`src/rtl/disp_pkg.sv`:
```
`default_nettype none
`timescale 1ns/1ps
// ============================================================================
// Module      : disp_pkg
// Description : Shared definitions for the display_scanner slice. Holds the
//               conversion FSM encoding, the driver slot numbering, the
//               display range limits and the slot-to-digit helper.
// Revision    : 1.0 - initial release
// ============================================================================
package disp_pkg;

  // Conversion FSM encoding
  typedef enum logic [1:0] {
    ST_IDLE   = 2'd0,
    ST_SHIFT  = 2'd1,
    ST_COMMIT = 2'd2
  } state_t;

  // Driver slot numbering; the driver wiring is not in digit order
  localparam logic [1:0] SLOT_THOU = 2'd1;
  localparam logic [1:0] SLOT_HUND = 2'd0;
  localparam logic [1:0] SLOT_TENS = 2'd3;
  localparam logic [1:0] SLOT_ONES = 2'd2;

  // Largest displayable magnitudes
  localparam int unsigned MAX_POS = 9999;
  localparam int unsigned MAX_NEG = 99;

  // BCD shadow width: five digits cover any 16-bit magnitude
  localparam int BCD_W = 20;

  // Pick the BCD digit a given slot shows; digits packed {thou,hund,tens,ones}
  function automatic logic [3:0] slot_digit(input logic [15:0] digits,
                                            input logic [1:0]  slot);
    logic [3:0] d;
    case (slot)
      SLOT_THOU: d = digits[15:12];
      SLOT_HUND: d = digits[11:8];
      SLOT_TENS: d = digits[7:4];
      default:   d = digits[3:0];
    endcase
    return d;
  endfunction

endpackage : disp_pkg
`default_nettype wire

```
`src/rtl/bin2bcd_seq.sv`:
```
`default_nettype none
`timescale 1ns/1ps
// ============================================================================
// Module      : bin2bcd_seq
// Description : Sequential double-dabble converter. A start pulse loads the
//               binary operand; W add-3-then-shift iterations follow, one per
//               clock. o_done is high during the cycle whose edge performs the
//               final iteration, so o_bcd is complete on the following cycle.
// Ports       : clk, rst      - clock, asynchronous active-high reset
//               i_start       - load i_bin and begin conversion
//               i_bin[W]      - unsigned binary operand
//               o_done        - final iteration happens at the next edge
//               o_bcd[BCD_W]  - BCD shadow register
// Revision    : 1.0 - initial release
// ============================================================================
module bin2bcd_seq #(
  parameter int W     = 16,
  parameter int BCD_W = 20
) (
  input  logic             clk,
  input  logic             rst,
  input  logic             i_start,
  input  logic [W-1:0]     i_bin,
  output logic             o_done,
  output logic [BCD_W-1:0] o_bcd
);

  localparam int              CNT_W  = $clog2(W + 1);
  localparam logic [CNT_W-1:0] c_last = CNT_W'(W - 1);

  logic [W-1:0]     r_bin;
  logic [BCD_W-1:0] r_bcd;
  logic [CNT_W-1:0] r_cnt;
  logic             r_run;
  logic [BCD_W-1:0] w_adj;
  logic             w_last;

  // Add 3 to every digit >= 5 ahead of the shift
  always_comb begin
    w_adj = r_bcd;
    for (int k = 0; k < BCD_W / 4; k++) begin
      if (r_bcd[4*k +: 4] >= 4'd5) begin
        w_adj[4*k +: 4] = r_bcd[4*k +: 4] + 4'd3;
      end
    end
  end

  assign w_last = r_run && (r_cnt == c_last);

  always_ff @(posedge clk or posedge rst) begin
    if (rst) begin
      r_bin <= '0;
      r_bcd <= '0;
      r_cnt <= '0;
      r_run <= 1'b0;
    end else if (i_start) begin
      r_bin <= i_bin;
      r_bcd <= '0;
      r_cnt <= '0;
      r_run <= 1'b1;
    end else if (r_run) begin
      r_bcd <= {w_adj[BCD_W-2:0], r_bin[W-1]};
      r_bin <= {r_bin[W-2:0], 1'b0};
      r_cnt <= r_cnt + 1'b1;
      if (w_last) begin
        r_run <= 1'b0;
      end
    end
  end

  assign o_done = w_last;
  assign o_bcd  = r_bcd;

endmodule : bin2bcd_seq
`default_nettype wire

```
`src/rtl/display_scanner.sv`:
```
`default_nettype none
`timescale 1ns/1ps
// ============================================================================
// Module      : display_scanner
// Description : Front end for the seven-segment driver. Accepts a signed
//               result, converts its magnitude to BCD sequentially, commits
//               it to a display register and scans the four digit slots at
//               REFRESH_DIV cycles per slot.
// Config      : DISP_SAT_EN - when defined, out-of-range values are clamped
//               to 9999 / -99 before conversion; otherwise the low digits of
//               the magnitude are shown. ovf is reported in both builds.
// Ports       : clk, rst       - clock, asynchronous active-high reset
//               load           - request (accepted only while busy=0)
//               result[W]      - two's complement value to display
//               op_sel[3]      - operator code captured with result
//               busy           - conversion in progress
//               ovf            - last accepted value was out of range
//               a[2], x[4]     - slot index and its BCD digit
//               isNeg, sel[3]  - committed sign and operator
// Revision    : 1.0 - initial release
// ============================================================================
module display_scanner
  import disp_pkg::*;
#(
  parameter int W           = 16,
  parameter int REFRESH_DIV = 100000
) (
  input  logic         clk,
  input  logic         rst,
  input  logic         load,
  input  logic [W-1:0] result,
  input  logic [2:0]   op_sel,
  output logic         busy,
  output logic         ovf,
  output logic [1:0]   a,
  output logic [3:0]   x,
  output logic         isNeg,
  output logic [2:0]   sel
);

  localparam int               PRE_W      = $clog2(REFRESH_DIV);
  localparam logic [PRE_W-1:0] c_pre_last = PRE_W'(REFRESH_DIV - 1);

  state_t           r_state;
  logic             r_neg_p;
  logic [2:0]       r_sel_p;
  logic             r_clamp_p;
  logic [15:0]      r_digits;
  logic             r_isNeg;
  logic [2:0]       r_sel;
  logic             r_ovf;
  logic [PRE_W-1:0] r_pre;
  logic [1:0]       r_a;
  logic [3:0]       r_x;

  logic             w_accept;
  logic             w_neg;
  logic [W-1:0]     w_mag;
  logic [W-1:0]     w_conv;
  logic             w_clamp;
  logic             w_done;
  logic [BCD_W-1:0] w_bcd;
  logic             w_range_ovf;
  logic [15:0]      w_digits_next;
  logic             w_wrap;
  logic [1:0]       w_a_next;

  assign w_accept = (r_state == ST_IDLE) && load;
  assign w_neg    = result[W-1];
  // Negating the most negative value wraps to itself, which read as
  // unsigned is exactly its magnitude
  assign w_mag    = w_neg ? (~result + 1'b1) : result;

`ifdef DISP_SAT_EN
  logic w_over;
  assign w_over  = w_neg ? (32'(w_mag) > MAX_NEG) : (32'(w_mag) > MAX_POS);
  assign w_clamp = w_over;
  assign w_conv  = w_over ? (w_neg ? W'(MAX_NEG) : W'(MAX_POS)) : w_mag;
`else
  assign w_clamp = 1'b0;
  assign w_conv  = w_mag;
`endif

  bin2bcd_seq #(
    .W     (W),
    .BCD_W (BCD_W)
  ) u_bin2bcd (
    .clk     (clk),
    .rst     (rst),
    .i_start (w_accept),
    .i_bin   (w_conv),
    .o_done  (w_done),
    .o_bcd   (w_bcd)
  );

  // Range check on the converted digits; a clamped value is already in
  // range, so its overflow is carried by the capture-time flag instead
  assign w_range_ovf = r_neg_p ? (|w_bcd[BCD_W-1:8]) : (|w_bcd[BCD_W-1:16]);

  always_ff @(posedge clk or posedge rst) begin
    if (rst) begin
      r_state   <= ST_IDLE;
      r_neg_p   <= 1'b0;
      r_sel_p   <= '0;
      r_clamp_p <= 1'b0;
      r_digits  <= '0;
      r_isNeg   <= 1'b0;
      r_sel     <= '0;
      r_ovf     <= 1'b0;
    end else begin
      case (r_state)
        ST_IDLE: begin
          if (load) begin
            // Zero has a clear sign bit, so it is always positive
            r_neg_p   <= w_neg;
            r_sel_p   <= op_sel;
            r_clamp_p <= w_clamp;
            r_state   <= ST_SHIFT;
          end
        end
        ST_SHIFT: begin
          if (w_done) begin
            r_state <= ST_COMMIT;
          end
        end
        ST_COMMIT: begin
          r_digits <= w_digits_next;
          r_isNeg  <= r_neg_p;
          r_sel    <= r_sel_p;
          r_ovf    <= r_clamp_p | w_range_ovf;
          r_state  <= ST_IDLE;
        end
        default: r_state <= ST_IDLE;
      endcase
    end
  end

  // Digits the display register will hold after this edge. Negative values
  // blank the upper two slots, which the driver uses for the minus sign.
  always_comb begin
    w_digits_next = r_digits;
    if (r_state == ST_COMMIT) begin
      w_digits_next = r_neg_p ? {8'h00, w_bcd[7:0]} : w_bcd[15:0];
    end
  end

  assign w_wrap   = (r_pre == c_pre_last);
  assign w_a_next = w_wrap ? (r_a + 2'd1) : r_a;

  // x is looked up from next-state slot and next-state display so that a
  // commit landing on a slot change never shows a stale digit
  always_ff @(posedge clk or posedge rst) begin
    if (rst) begin
      r_pre <= '0;
      r_a   <= '0;
      r_x   <= '0;
    end else begin
      r_pre <= w_wrap ? '0 : (r_pre + 1'b1);
      r_a   <= w_a_next;
      r_x   <= slot_digit(w_digits_next, w_a_next);
    end
  end

  assign busy  = (r_state != ST_IDLE);
  assign ovf   = r_ovf;
  assign a     = r_a;
  assign x     = r_x;
  assign isNeg = r_isNeg;
  assign sel   = r_sel;

endmodule : display_scanner
`default_nettype wire

```
`config.mk`:
```
export PLATFORM = sky130hd
export DESIGN_NAME = display_scanner
export DESIGN_NICKNAME = d
export VERILOG_FILES = /design/src/rtl/disp_pkg.sv /design/src/rtl/bin2bcd_seq.sv /design/src/rtl/display_scanner.sv
export SDC_FILE = /design/constraint.sdc
export NUM_CORES = 1
export LEC_CHECK = 0
export ABC_CLOCK_PERIOD_IN_PS = 4400
export CAP_MARGIN = 30
export CORE_MARGIN = 1
export CORE_UTILIZATION = 30
export CTS_CLUSTER_SIZE = 40
export DETAILED_ROUTE_END_ITERATION = 16
export PLACE_DENSITY = 0.57
export SLEW_MARGIN = 10
export SYNTH_ARGS = -nofsm -noshare
export SYNTH_HDL_FRONTEND = slang
export SYNTH_SLANG_ARGS = --single-unit
```
`constraint.sdc`:
```
create_clock -name clk -period 4.4 [get_ports clk]
set_input_delay 1.1 -clock clk [delete_from_list [all_inputs] [get_ports clk]]
set_output_delay 1.1 -clock clk [all_outputs]
set_load 0.1 [all_outputs]
```
==> key figures, run 1 <==
GRT
  • Antenna violations before repair: 0
  • First-pass GRT wire length: 17100 µm
  • Pin count of the biggest net entering global routing: 55
  • Global Route Usage Sum: 0.130
  • GR Overflow Total: 0
  • Vias in the first global route: roughly 3500

Floorplanning
  • Row count: 46
  • Die area: roughly 0.017 mm²
  • I/O pin count: 34
  • Die height: roughly 130 µm
  • Initial Util: 0.306
  • Die Span X: ~130 µm
  • Core area: around 0.016 mm²

Detailed routing
  • Drt via density: 4.86
  • Remaining DRCs: 0
  • DR vias: between 3000 and 4000
  • Antenna Nets Post-Route: 0
  • Routed wire length: between 9000 and 10000 µm
  • Initial DRC count: roughly 130
  • Detailed Routing Iterations Pass 1: 4
  • Wirelength per Cell: about 13 µm

Layout
  • Final net count: roughly 550
  • Area grow syn2layout: 17.1%
  • Number of diodes: 0
  • Share of layout cells above drive strength 1: 0.0780
  • Final Util: 0.359

Outcome
  • Outcome: finished, final reports clean

Synth
  • Number of synthesized flops with an enable pin: 0
  • Yosys top cell area share: 0.475
  • Top cells by area, synth: dfrtp_1 (47%), mux2i_1 (5.6%), ha_1 (4.4%), nand2_1 (3.8%), xor2_1 (3.8%)
  • Synth Flop Type: dfrtp_1
  • Syn. warnings: 0
  • Post-synth top cells: dfrtp_1 (92), nand2_1 (49), nor2_1 (34)
  • Async set-or-reset flop fraction in the synthesized netlist: 1.00
  • Synth Cell Area: between 0.004 and 0.005 mm²
  • Area leader, netlist: dfrtp_1
  • Synth cell types: 47
  • Synth Net Count: between 500 and 600
  • Mean Syn Cell Area: ~10 µm²
  • FF+latch count, synth: a little over 90
  • Top-count cell post-synth: dfrtp_1
  • Sequential-to-total area share from yosys stat: 0.475
  • Post-Synthesis Cells: 484

Clock network
  • Clock transition at path regs: ~60 ps
  • Clock Path Buffers: 2
  • Root buffer cell: clkbuf_16
  • CTS Hold Bufs: 0
  • H-tree Lvls: 3
  • Num CTS Buffers: 9
  • Clock Latency Late Sink: between 300 and 400 ps
  • Num Clock Sinks: just over 90
  • CTS tree: yes
  • PostCTS Resize Cnt: 0
  • Postcts setup bufs: 0

Setup path
  • Setup CP Type: reg2out
  • CP peak stage delay: about 1200 ps
  • Setup crit end kind: output port
  • Worst path bufs/invs: 1
  • Worst reg2reg path depth: 5
  • R2R setup slack: 2020 ps
  • CP top delay family: buffers and inverters
  • Crit path required time: ~3300 ps
  • CP Cell Sequence: clkdlybuf4s50_1
  • Reg2reg start: r_pre[12]$_DFF_PP0_
  • FF-to-FF End: x[0]$_DFF_PP0_
  • Crit start category: flop
  • CP startpoint: a[1]$_DFF_PP0_
  • WP data arrival: ~2200 ps
  • CP max-delay cell: clkdlybuf4s50_1
  • CP Max Fanout: 13

Min path
  • Worst hold start: r_sel_p[1]$_DFFE_PP0P_
  • Worst hold path depth: 2
  • Hold/Removal Path Class: reg2reg
  • Hold Crit Endpoint: sel[1]$_DFFE_PP0P_

Placed design
  • PortBufs: 33
  • Routability Congestion: 0.787
  • DP Worst Slack: 1440 ps
  • DP HPWL: just under 7000 µm

STA
  • Tightest Pin Transition: slightly below 1000 ps
  • Max Fclk: 0.303 GHz
  • Max transition margin: 0.336
  • Tmin final: 3300 ps
  • Final Max Slew Viols: 0
  • Final setup vio count: 0
  • Setup WS post-layout: 1100 ps
  • Skew final: between 8 and 9 ps
  • Period utilization: 0.751
  • Unrepaired setup endpoints after global routing: no
  • Final-report hold violation count: 0
  • Post-route setup TNS: 0 ps

Power
  • Leak Pwr: between 2 and 3 nW
  • Peak VDD IR: between 0.2 and 0.25 mV
  • Pwr dens: 561 mW/mm²

Job
  • Max-cap violations: 0
layout by cell type, fill, tap and decap left out, types with 14 or more instances in the layout:
cell,n
nand2_1,49
ha_1,17
xnor2_1,16
o21ai_0,23
a211oi_1,14
a21oi_1,27
dfrtp_1,91
mux2i_1,27
clkdlybuf4s50_1,33
nor2b_1,15
nand3_1,20
inv_1,23
nor2_1,34
xor2_1,21
final cells by class:
type / instances / area, µm²
sequential: 92 / 2300
timing repair buffer: 37 / 373
fill: 1576 / 10100
clock buffer: 12 / 256
clock inverter: 2 / 35.0
multi-input combinational: 345 / 2340
tap: 216 / 270
inverter: 25 / 95.1
worst max path at each step:
stage                           to  slack, ps  depth (start not counted)
floorplan           a[0]$_DFF_PP0_        910                          1
global placement              a[1]       1460                          1
detailed placement            a[1]       1440                          1
CTS                           a[1]       1070                          1
global route                  a[1]       1010                          1
finish                        a[1]       1100                          1
routing by layer:
layer | track usage | wire length [µm]
met1 | 0.169 | 4650
met3 | 0.0231 | 202
met5 | 0 | 0
met4 | 0.0740 | 303
met2 | 0.202 | 4600
registers in the layout, indices dropped and copies added (netlist names), 2 cells and up:
| signal | flops |
|---|---|
| u_bin2bcd.r_cnt | 5 |
| sel | 3 |
| r_pre | 17 |
| r_digits | 16 |
| u_bin2bcd.o_bcd | 20 |
| x | 4 |
| r_sel_p | 3 |
| r_state | 2 |
| u_bin2bcd.r_bin | 16 |
| a | 2 |
kinds of logic (layout without fill, tap and decap cells):
kind of cell / count (synthesis) / count (layout) / share of synthesized area
buffers and inverters: 47 / 76 / 0.0423
muxes: 39 / 39 / 0.0860
AOI/OAI and AO/OA: 79 / 79 / 0.0960
xor gates and xnor gates: 38 / 38 / 0.0725
adders and majority gates: 17 / 17 / 0.0439
DFF: 92 / 92 / 0.475
and+or+nand+nor: 172 / 172 / 0.184
metrics by stage:
stage,area (µm²),std cells,hold WS [ps],power [mW]
after floorplan,4850,484,435,2.16
after global placement,5390,715,457,2.38
after detailed placement,5390,715,472,2.43
after CTS,5680,729,485,3.22
after global routing,5680,729,507,3.43
final,5680,729,475,3.19
report_power, final:
part | switching (mW) | internal [mW] | leakage [nW]
logic | 0.626 | 0.488 | 1.25
clock network | 0.309 | 0.464 | 0.145
registers | 0.223 | 1.08 | 1.20
total | 1.16 | 2.03 | 2.60
Note: power is estimated with default switching activity, not from simulation.
==> run 2: changes to the inputs <==
--- a/config.mk
+++ b/config.mk
@@ -5,7 +5,7 @@
 export SDC_FILE = /design/constraint.sdc
 export NUM_CORES = 1
 export LEC_CHECK = 0
-export ABC_CLOCK_PERIOD_IN_PS = 4400
+export ABC_CLOCK_PERIOD_IN_PS = 3180
 export CAP_MARGIN = 30
 export CORE_MARGIN = 1
 export CORE_UTILIZATION = 30
==> constraint.sdc (replaced) <==
create_clock -name clk -period 3.18 [get_ports clk]
set_input_delay 0.795 -clock clk [delete_from_list [all_inputs] [get_ports clk]]
set_output_delay 0.795 -clock clk [all_outputs]
set_load 0.1 [all_outputs]
==> run 2 against run 1 <==
Effect of this change: cell count is 0.27% higher; die area stayed put; global-route usage is 0.83 points lower; first-iteration DRC count is 7.1% lower; non-clock buffer count is 1 higher; count of clock-buffer cells in the layout is 3 lower; critical endpoint is now u_bin2bcd.r_bin[12]$_DFFE_PP0P_.
==> key figures, run 2 (synthesized netlist as in run 1, its figures left out) <==
Setup path
  • Reg2reg start: r_pre[0]$_DFF_PP0_
  • Setup crit end kind: flop
  • CP peak stage delay: 460 ps (-780 ps)
  • Crit path required time: 3390 ps (+90 ps)
  • R2R setup slack: 980 ps (-1040 ps)
  • CP max-delay cell: clkdlybuf4s50_1
  • Setup CP Type: in2reg
  • Worst reg2reg path depth: 6 (+1)
  • CP Max Fanout: 4 (-9)
  • Crit start category: primary input
  • FF-to-FF End: x[2]$_DFF_PP0_
  • WP data arrival: 2450 ps (+250 ps)
  • CP Cell Sequence: clkdlybuf4s50_1 > inv_1 > ha_1 > nor2b_1 > nand3_1 > o41ai_1 > xor2_1 > a21oi_1

Detailed routing
  • Drt via density: 4.71 (-3.0%)
  • Routed wire length: 9200 µm (-5.6%)
  • DR top layer: met4
  • DR vias: 3444 (-2.7%)
  • Wirelength per Cell: 12.6 µm (-5.9%)
  • Initial DRC count: 118 (-7.1%)
  • Met2 Wirelength: 4260 µm (-7.5%)
  • Met1 WL: 4560 µm (-1.8%)
  • Antenna Nets Post-Route: 0 (unchanged)
  • Detailed Routing Iterations Pass 1: 4 (unchanged)
  • Remaining DRCs: 0 (unchanged)
  • Met3 WL post-DR: 197 µm (-2.5%)

GRT
  • Vias in the first global route: 3297 (-6.4%)
  • Antenna violations before repair: 0 (unchanged)
  • Pin count of the biggest net entering global routing: 93 (+69%)
  • Global Route Usage Sum: 0.121 (-0.00829)
  • First-pass GRT wire length: 15900 µm (-7.1%)
  • GR Overflow Total: 0 (unchanged)

STA
  • Tmin final: between 2000 and 2500 ps
  • Final Max Slew Viols: 0 (unchanged)
  • Tightest Pin Transition: 728 ps (-265 ps)
  • Max transition margin: 0.515 (+0.179)
  • Unrepaired setup endpoints after global routing: no
  • Max Fclk: approximately 0.45 GHz
  • Final-report hold violation count: 0 (unchanged)
  • Period utilization: 0.705
  • Final setup vio count: 0 (unchanged)
  • Post-route setup TNS: 0 ps (unchanged)
  • Skew final: 5.51 ps (-2.60 ps)

Power
  • Total power: 4.43 mW (+39%)
  • Pwr dens: 780 mW/mm² (+39%)
  • Peak VDD IR: 0.387 mV (+58%)
  • Leak Pwr: 2.63 nW (+1.2%)

Layout
  • Share of layout cells above drive strength 1: 0.107 (+0.0288)
  • Most frequent cells in the layout: dfrtp_1 (91), nand2_1 (49), nor2_1 (34), a21oi_1 (27), mux2i_1 (27)
  • Number of flip-flops under the largest register name: 20 (unchanged)
  • Fillers: 1581 (+0.32%)
  • Number of diodes: 0 (unchanged)
  • Area grow syn2layout: 17.2% (about the same)
  • Final Util: 0.359 (about the same)
  • Final net count: 550 (+0.18%)
  • Most common cell after layout, fill and taps aside: dfrtp_1

Placed design
  • DP HPWL: 6480 µm (-4.7%)
  • PortBufs: 33 (unchanged)
  • Routability Congestion: 0.738 (-6.3%)

Clock network
  • Num Clock Sinks: 92 (unchanged)
  • H-tree Lvls: 3 (unchanged)
  • Num CTS Buffers: 9 (unchanged)
  • Clock transition at path regs: 60 ps (about the same)
  • CTS tree: yes
  • PostCTS Resize Cnt: 0 (unchanged)
  • Root buffer cell: clkbuf_16
  • Postcts setup bufs: 0 (unchanged)
  • Clock Latency Late Sink: 340 ps (about the same)
  • Clock Path Buffers: 2 (unchanged)
  • CTS Hold Bufs: 0 (unchanged)

Min path
  • Hold/Removal Path Class: reg2reg
  • Worst hold path depth: 2 (unchanged)
  • Worst hold start: r_digits[13]$_DFFE_PP0P_
  • Hold Crit Endpoint: r_digits[13]$_DFFE_PP0P_

Floorplanning
  • Die Span X: 129 µm (unchanged)
  • Row count: 46 (unchanged)
  • Die area: 0.0167 mm² (unchanged)
  • Core area: 0.0158 mm² (unchanged)
  • I/O pin count: 34 (unchanged)
  • Initial Util: 0.306 (unchanged)
  • Die height: 129 µm (unchanged)

Job
  • Max-cap violations: 0 (unchanged)

Outcome
  • Outcome: finished, final reports clean
## run 2: cell count changes in the layout (fill, tap and decap cells not counted)
cell,previous run,this run
clkbuf_1,1,0
clkdlybuf4s50_1,33,21
clkinvlp_4,0,2
clkinv_2,2,1
clkinv_4,0,2
bufinv_16,1,2
clkbuf_8,2,0
buf_4,3,16
## run 2: worst max-delay path: cells and delay by family
kind	cells	cell delay [ps]
simple gates	2	330
buf+inv	2	560
xor+xnor	1	180
compound gates	2	420
fa+ha+maj	1	170
## run 2: area by class of cell
type,count,area [µm²],share of cell area
multi-input cells,345,2340,0.413
flip-flops and latches,92,2300,0.405
repair buffers,38,350,0.0617
well taps,216,270,0.0476
clock buffers,9,225,0.0396
inverters,25,97.6,0.0172
clock inverters,6,90.1,0.0159
## run 2: power breakdown
part | switching, mW | total [mW] | internal, mW
Clock | 0.436 | 1.12 | 0.685
Sequential | 0.337 | 1.83 | 1.49
Combinational | 0.813 | 1.48 | 0.668
Total | 1.59 | 4.43 | 2.84
## run 2: how the worst max path moves through the flow
stage               start  slack (ps)                         endpoint  depth (start not counted)
2_1_floorplan  result[12]        1230  u_bin2bcd.r_bin[14]$_DFFE_PP0P_                          4
3_3_place_gp    result[0]         630  u_bin2bcd.r_bin[12]$_DFFE_PP0P_                          8
3_5_place_dp    result[0]         580  u_bin2bcd.r_bin[12]$_DFFE_PP0P_                          8
4_1_cts         result[0]         940  u_bin2bcd.r_bin[12]$_DFFE_PP0P_                          8
5_1_grt         result[1]         820  u_bin2bcd.r_bin[14]$_DFFE_PP0P_                          8
6_report        result[0]         940  u_bin2bcd.r_bin[12]$_DFFE_PP0P_                          8
## run 2: metrics by stage
step / setup WS (ps) / instances / area (µm²) / hold slack (ps)
3_5_place_dp: 583 / 716 / 5370 / 470
5_1_grt: 823 / 731 / 5680 / 502
6_report: 939 / 731 / 5680 / 481
3_3_place_gp: 630 / 716 / 5370 / 465
2_1_floorplan: 1230 / 484 / 4850 / 435
4_1_cts: 942 / 731 / 5680 / 483
## run 2: metal layers
| metal | vias up | global-route usage |
|---|---|---|
| met5 | - | 0 |
| met4 | 0 | 0.0581 |
| met3 | 13 | 0.0227 |
| met2 | 37 | 0.190 |
| met1 | 1654 | 0.161 |
| li1 | 1740 | - |
==> run 3: changes to the inputs <==
--- a/config.mk
+++ b/config.mk
@@ -5,7 +5,7 @@
 export SDC_FILE = /design/constraint.sdc
 export NUM_CORES = 1
 export LEC_CHECK = 0
-export ABC_CLOCK_PERIOD_IN_PS = 3180
+export ABC_CLOCK_PERIOD_IN_PS = 2100
 export CAP_MARGIN = 30
 export CORE_MARGIN = 1
 export CORE_UTILIZATION = 30
==> constraint.sdc (replaced) <==
create_clock -name clk -period 2.1 [get_ports clk]
set_input_delay 0.525 -clock clk [delete_from_list [all_inputs] [get_ports clk]]
set_output_delay 0.525 -clock clk [all_outputs]
set_load 0.1 [all_outputs]
==> run 3 against run 2 <==
Effect of this change: global-route usage rose by 0.63 points; die area did not move; sequential power rose by 50%; power rose by 53%; final area rose by 4.7%; via count rose by 3.7%; clock power rose by 46%; critical endpoint unchanged; highest routed layer unchanged.
==> key figures, run 3 (synthesized netlist as in run 1, its figures left out) <==
Outcome
  • Outcome: finished, final reports clean

Clock network
  • CTS tree: yes
  • H-tree Lvls: 3 (unchanged)
  • Clock Latency Late Sink: 340 ps (about the same)
  • Postcts setup bufs: 0 (unchanged)
  • Clock Path Buffers: 2 (unchanged)
  • Root buffer cell: clkbuf_16
  • Num CTS Buffers: 9 (unchanged)
  • PostCTS Resize Cnt: 0 (unchanged)
  • CTS Hold Bufs: 0 (unchanged)
  • Clock transition at path regs: 60 ps (about the same)
  • Num Clock Sinks: 92 (unchanged)

Layout
  • Number of diodes: 0 (unchanged)
  • Final cell count without fillers: 759 (+3.8%)
  • Final net count: 577 (+4.9%)
  • Number of flip-flops under the largest register name: 20 (unchanged)
  • Area grow syn2layout: 22.7%
  • Most common cell after layout, fill and taps aside: dfrtp_1
  • Share of layout cells above drive strength 1: 0.153 (+0.0461)
  • Fillers: 1545 (-2.3%)
  • Most frequent cells in the layout: dfrtp_1 (91), nand2_1 (49), buf_4 (37), nor2_1 (34)
  • Design Area, Final: 0.00595 mm² (+4.7%)

Placed design
  • PortBufs: 33 (unchanged)
  • Dpl cells: 743 (+3.8%)
  • DP HPWL: 7150 µm (+10%)
  • Cell Area, Placed: 0.00564 mm² (+5.2%)
  • Routability Congestion: 0.796 (+7.8%)

STA
  • Skew final: 4.37 ps (-1.14 ps)
  • Max Fclk: 0.515 GHz
  • Tightest Pin Transition: 571 ps (-156 ps)
  • Post-route setup TNS: 0 ps (unchanged)
  • Tmin final: 1940 ps
  • Final Max Slew Viols: 0 (unchanged)
  • Unrepaired setup endpoints after global routing: no
  • Final-report hold violation count: 0 (unchanged)
  • Final setup vio count: 0 (unchanged)
  • Max transition margin: 0.619 (+0.104)
  • Period utilization: 0.924

Floorplanning
  • Die Span X: 129 µm (unchanged)
  • Core area: 0.0158 mm² (unchanged)
  • I/O pin count: 34 (unchanged)
  • Die area: 0.0167 mm² (unchanged)
  • Row count: 46 (unchanged)
  • Die height: 129 µm (unchanged)
  • Initial Util: 0.306 (unchanged)

Min path
  • Hold/Removal Path Class: reg2reg

Setup path
  • CP peak stage delay: 430 ps (-30 ps)
  • Setup CP Type: in2reg
  • Crit start category: primary input
  • CP Max Fanout: 3 (-1)
  • WP data arrival: 2160 ps (-290 ps)
  • Setup crit end kind: flop
  • CP max-delay cell: clkdlybuf4s50_1
  • CP Cell Sequence: clkdlybuf4s50_1 > inv_1 > ha_1 > nor2b_1 > nand3_1 > o41ai_1 > xor2_1 > a21oi_1
  • Crit path required time: 2320 ps (-1070 ps)

Detailed routing
  • Antenna Nets Post-Route: 0 (unchanged)
  • Initial DRC count: 180 (+53%)
  • Detailed Routing Iterations Pass 1: 5 (+1)
  • Drt via density: 4.70 (-0.14%)
  • Routed wire length: 9720 µm (+5.6%)
  • Remaining DRCs: 0 (unchanged)
  • Wirelength per Cell: 12.8 µm (+1.7%)
  • DR vias: 3571 (+3.7%)

GRT
  • Antenna violations before repair: 0 (unchanged)
  • GR Overflow Total: 0 (unchanged)
  • Global Route Usage Sum: 0.127 (+0.00627)
  • Vias in the first global route: 3449 (+4.6%)
  • First-pass GRT wire length: 16700 µm (+5.1%)
  • Pin count of the biggest net entering global routing: 39 (-58%)

Job
  • Max-cap violations: 0 (unchanged)

Power
  • Leak Pwr: 2.78 nW (+5.8%)
  • Peak VDD IR: 0.899 mV (+130%)
  • Pwr dens: 1140 mW/mm² (+46%)
  • Total power: 6.77 mW (+53%)
[run 3: per-stage QoR]
stage | setup WS (ps) | util | hold WS, ps
after floorplan | 152 | - | 435
final | 160 | 0.376 | 479
after global routing | 27.8 | 0.376 | 508
after global placement | -101 | 0.357 | 468
after detailed placement | -178 | 0.357 | 471
after CTS | 100 | 0.376 | 485
[run 3: worst max-delay path, delay by kind of cell]
family	cells	cell delay, ps
compound gates	2	440
xor+xnor	1	180
fa+ha+maj	1	170
buf+inv	2	520
simple gates	2	330
[run 3: power by group]
group          switching [mW]  internal, mW
combinational            1.31          1.08
sequential              0.486          2.26
clock                   0.654         0.983
total                    2.45          4.33
[run 3: per-layer routing]
layer	vias up	GRT usage	share of wire
met2	64	0.202	0.47
met5	-	0	0
li1	1785	-	-
met1	1710	0.171	0.48
met4	0	0.0547	0.016
met3	12	0.0227	0.028
[run 3: cell type report]
class / count / area, µm² / share of cell area
Tap cell: 216 / 270 / 0.0454
Inverter: 25 / 97.6 / 0.0164
Multi-Input combinational cell: 345 / 2350 / 0.394
Sequential cell: 92 / 2300 / 0.387
Clock inverter: 4 / 47.5 / 0.00799
Timing Repair Buffer: 65 / 628 / 0.106
Clock buffer: 12 / 256 / 0.0431
[run 3: path summary, 6_finish.rpt]
| path | startpoint | slack [ps] | endpoint | depth (start not counted) |
|---|---|---|---|---|
| setup / recovery | result[0] | 160 | u_bin2bcd.r_bin[12]$_DFFE_PP0P_ | 8 |
| min in group asynchronous | rst | 580 | r_pre[11]$_DFF_PP0_ | 2 |
| setup reg to reg | r_pre[5]$_DFF_PP0_ | 170 | x[2]$_DFF_PP0_ | 5 |
| hold reg to reg | r_sel_p[1]$_DFFE_PP0P_ | 480 | sel[1]$_DFFE_PP0P_ | 2 |
| max in group asynchronous | rst | 970 | r_digits[12]$_DFFE_PP0P_ | 3 |
| hold / removal | r_sel_p[1]$_DFFE_PP0P_ | 480 | sel[1]$_DFFE_PP0P_ | 2 |
